## src/rtl/skid_pipe_reg.sv

```systemverilog
// ============================================================================
// Module   : skid_pipe_reg
// Purpose  : Two-entry skid-buffered pipeline stage with valid/ready on both
//            sides, registered upstream ready and synchronous flush.
// Revision : 1.0 - initial release
// ============================================================================
`default_nettype none

module skid_pipe_reg #(
    parameter int unsigned       WIDTH     = 32,
    parameter logic [WIDTH-1:0]  RESET_VAL = '0
) (
    input  logic             clk,
    input  logic             rst,
    input  logic             flush,
    input  logic             in_valid,
    output logic             in_ready,
    input  logic [WIDTH-1:0] in_data,
    output logic             out_valid,
    input  logic             out_ready,
    output logic [WIDTH-1:0] out_data,
    output logic [1:0]       count
);

    typedef enum logic [1:0] {
        S_EMPTY = 2'd0,
        S_ONE   = 2'd1,
        S_FULL  = 2'd2
    } state_t;

    state_t           state_q, state_d;
    logic [WIDTH-1:0] main_q,  main_d;
    logic [WIDTH-1:0] skid_q,  skid_d;

    logic w_main_valid;
    logic w_skid_valid;
    logic w_accept;
    logic w_emit;

    // Valid bits are the occupancy state itself, so they can never disagree.
    assign w_main_valid = (state_q == S_ONE) || (state_q == S_FULL);
    assign w_skid_valid = (state_q == S_FULL);

    assign out_valid = w_main_valid;
    assign in_ready  = ~w_skid_valid;
    assign out_data  = main_q;
    assign count     = {1'b0, w_main_valid} + {1'b0, w_skid_valid};

    assign w_accept = in_valid & in_ready;
    assign w_emit   = out_valid & out_ready;

    always_ff @(posedge clk or negedge rst) begin
        if (!rst) begin
            state_q <= S_EMPTY;
            main_q  <= RESET_VAL;
            skid_q  <= RESET_VAL;
        end else begin
            state_q <= state_d;
            main_q  <= main_d;
            skid_q  <= skid_d;
        end
    end

    always_comb begin
        state_d = state_q;
        main_d  = main_q;
        skid_d  = skid_q;

        unique case (state_q)
            S_EMPTY: begin
                if (w_accept) begin
                    main_d  = in_data;
                    state_d = S_ONE;
                end
            end
            S_ONE: begin
                if (w_accept && w_emit) begin
                    main_d = in_data;
                end else if (w_accept) begin
                    skid_d  = in_data;
                    state_d = S_FULL;
                end else if (w_emit) begin
                    state_d = S_EMPTY;
                end
            end
            S_FULL: begin
                if (w_emit) begin
                    main_d  = skid_q;
                    state_d = S_ONE;
                end
            end
            default: begin
                state_d = S_EMPTY;
            end
        endcase

        // Flush squashes everything, including a word accepted this cycle.
        if (flush) begin
            state_d = S_EMPTY;
            main_d  = RESET_VAL;
            skid_d  = RESET_VAL;
        end
    end

endmodule

`default_nettype wire

```

## config.mk

```make
export PLATFORM = sky130hd
export DESIGN_NAME = skid_pipe_reg
export DESIGN_NICKNAME = d
export VERILOG_FILES = /design/src/rtl/skid_pipe_reg.sv
export SDC_FILE = /design/constraint.sdc
export NUM_CORES = 1
export LEC_CHECK = 0
export CAP_MARGIN = 20
export CORE_MARGIN = 10
export CORE_UTILIZATION = 40
export CTS_BUF_LIST = sky130_fd_sc_hd__clkbuf_4 sky130_fd_sc_hd__clkbuf_8
export CTS_CLUSTER_DIAMETER = 120
export DETAILED_ROUTE_END_ITERATION = 10
export DONT_BUFFER_PORTS = 1
export GPL_TIMING_DRIVEN = 0
export SYNTH_ARGS = -nofsm -noshare
export SYNTH_HDL_FRONTEND = slang
export SYNTH_SLANG_ARGS = --single-unit
```

## constraint.sdc

```tcl
create_clock -name clk -period 4.09 [get_ports clk]
set_clock_uncertainty 0.05 [all_clocks]
set_input_delay 0.818 -clock clk [delete_from_list [all_inputs] [get_ports clk]]
set_output_delay 0.818 -clock clk [all_outputs]
set_load 0.01 [all_outputs]
```

==> flow_summary_export.csv <==
group,metric,value,unit
power_and_ir_drop,p_per_area,613,nW/um2
cells_and_area,final_common_cell,"dfrtp_1",
cells_and_area,nNetsFinal,295,
place,gp_congestion,0.725,
synth,ys_seq_area_frac,0.539,
critical_path,path_class,"flip-flop to flip-flop",
synth,synth_cells,241,
timing,fin_tns_setup,0,ns
synth,netlist_area,3070,um2
die,io_pins,73,
routing,routed_wire_length_per_instance,20.0,um
cells_and_area,layout_common_cells,"66 x dfrtp_1, 33 x nor2_1, 32 x a22o_1, 32 x mux2i_1, 30 x mux2_1",
timing,whs,0.116,ns
clocking,clockBufferDepth,2,
place,post-place-ws,1.56,ns
critical_path,ff2ff_setup_slack,1.65,ns
global_routing,grt-ovfl-total,0,
clocking,clock_sinks,66,
cells_and_area,drive_gt1_frac,0.132,
die,row_count,31,
global_routing,first_global_vias,2067,
global_routing,grt_use_total,0.126,
job,drv_cap,0,
synth,ys_ff_latch,66,
run_status,outcome,"complete, no violations",
global_routing,antenna_found_initial,0,
clocking,cts_setup_buffers,0,
die,fp.dieH,108,um
routing,route.detailed.drc,0,
synth,synth_top_area_frac,0.539,
global_routing,grt_pass1_wl,11.4,mm
routing,viasPerCell,5.36,
timing,hold_viol,0,
critical_path,cp-startpoint,"state_q[0]$_DFFE_PN0P_",
cells_and_area,finish.instance_area,3370,um2
critical_path,r2r_start,"state_q[0]$_DFFE_PN0P_",
clocking,path_clk_slew,0.08,ns
timing,finalWorstSetupSlack,1.65,ns
timing,period_share,0.596,
synth,synth_top_area_cell,"dfrtp_1",
die,fp.coreArea,7370,um2
place,io_buffers,0,
global_routing,grt_max_degree,67,
timing,max_slew_margin,0.665,
cells_and_area,syn_to_final_growth,9.88,%
timing,fin_crit,2.44,ns
synth,syn_nets,284,
synth,synth.distinct_cells,28,
die,die_area,11600,um2
power_and_ir_drop,p_leak,0.00154,uW
power_and_ir_drop,peakVddDrop,0.000245,V
clocking,hold_buffers,0,
timing,worst_pin_slew,0.502,ns
timing,fmax,410,MHz
cells_and_area,num_antenna_cells,0,
die,die_w,108,um
routing,antenna_left,0,
critical_path,cp.arrival,2.60,ns
clocking,cts_buffers,9,
clocking,tritoncts,"built",
routing,totalWireLength,7.12,mm
critical_path,critPathCapture,"out_data[0]$_DFFE_PN0P_",
place,placed_area,3190,um2
critical_path,r2r-end,"out_data[0]$_DFFE_PN0P_",
clocking,insertion_delay,0.34,ns
synth,synthTopCellsByArea,"dfrtp_1 54%, mux2_1 11%, mux2i_1 10%",
timing,setup_viol,0,
clocking,htreeDepth,3,
critical_path,cp_max_fo,10,
synth,syn-mean-instance-area,12.7,um2
timing,rsz0062_at_grt,"false",
place,dp_hpwl,4.97,mm
clocking,cts_root_buffer,"clkbuf_8",
critical_path,end_kind,"flip-flop",
timing,slew_viol_final,0,
synth,ys_warn_count,0,
clocking,cts_resized,0,
routing,drt-initial-drc-count,70,
critical_path,cp.required,4.26,ns
die,start_util,0.416,
critical_path,reg2reg_depth,7,
critical_path,crit_path_start_kind,"flip-flop",
power_and_ir_drop,power,2070,uW
min_path,hold_class,"input port to asynchronous set/reset pin",
routing,drt-pass1-iter-count,5,
routing,vias,1909,
## worst max-delay path, cell delays in order, from the launching register on
cell and delay, ns:
dfrtp_1 0.43, inv_1 0.14, ha_1 0.24, clkbuf_1 0.42, nor4_2 0.12, nor3_4 0.31
buf_4 0.26, mux2_1 0.34
## layout make-up
class | instances | area [um2]
buffer | 17 | 83.8
multi-input combinational | 155 | 1320
clock inverter | 6 | 41.3
sequential | 66 | 1650
tap | 99 | 124
clock buffer | 10 | 138
fill | 711 | 4000
inverter | 3 | 11.3
## through the flow
step / std cells / util
after floorplan: 241 / -
after global placement: 340 / 0.433
after detailed placement: 340 / 0.433
after CTS: 356 / 0.457
after global routing: 356 / 0.457
final: 356 / 0.457
## where the power goes
group	switching [uW]	total, uW	internal (uW)
clock network	266	503	236
logic	277	538	261
registers	191	1030	835
## worst min path at each step
stage,slack (ns),to,cells past startpoint,startpoint
finish,0.12,skid_q[30]$_DFFE_PN0P_,0,rst
global route,0.08,out_data[1]$_DFFE_PN0P_,0,rst
CTS,0.1,out_data[4]$_DFFE_PN0P_,0,rst
detailed placement,0.44,skid_q[28]$_DFFE_PN0P_,1,skid_q[28]$_DFFE_PN0P_
global placement,0.44,skid_q[29]$_DFFE_PN0P_,1,skid_q[29]$_DFFE_PN0P_
floorplan,0.42,skid_q[0]$_DFFE_PN0P_,1,skid_q[0]$_DFFE_PN0P_
## kinds of logic after synthesis
logic type,count (synthesis),synth area share
muxes,64,0.222
xor gates and xnor gates,1,0.00286
AOI/OAI and AO/OA,40,0.112
and+or+nand+nor,44,0.0690
adders and majority gates,6,0.0245
DFF,66,0.539
buffers and inverters,20,0.0310
## metal layers
layer	vias up	wire length (um)	global-route usage
li1	887	-	-
met1	972	3100	0.148
met2	48	3370	0.199
met3	2	605	0.0557
met4	0	43	0.0429
met5	-	0	0
## sequential cells by signal, indices dropped and copies added (netlist names)
name and cells:
out_data 32, skid_q 32, state_q 2
## Yosys cell counts, drive strengths merged
| master | instances |
|---|---|
| a211o | 1 |
| a211oi | 1 |
| a21oi | 1 |
| a22o | 32 |
| a2bb2oi | 1 |
| a31oi | 1 |
| and2 | 1 |
| buf | 10 |
| clkbuf | 7 |
| dfrtp | 66 |
| ha | 6 |
| inv | 3 |
| mux2 | 32 |
| mux2i | 32 |
| nand2 | 3 |
| nand2b | 2 |
| nor2 | 33 |
| nor2b | 1 |
| nor3 | 1 |
| nor3b | 2 |
| nor4 | 1 |
| o21ai | 2 |
| o32ai | 1 |
| xnor2 | 1 |
(Power assumes the default switching activity.)
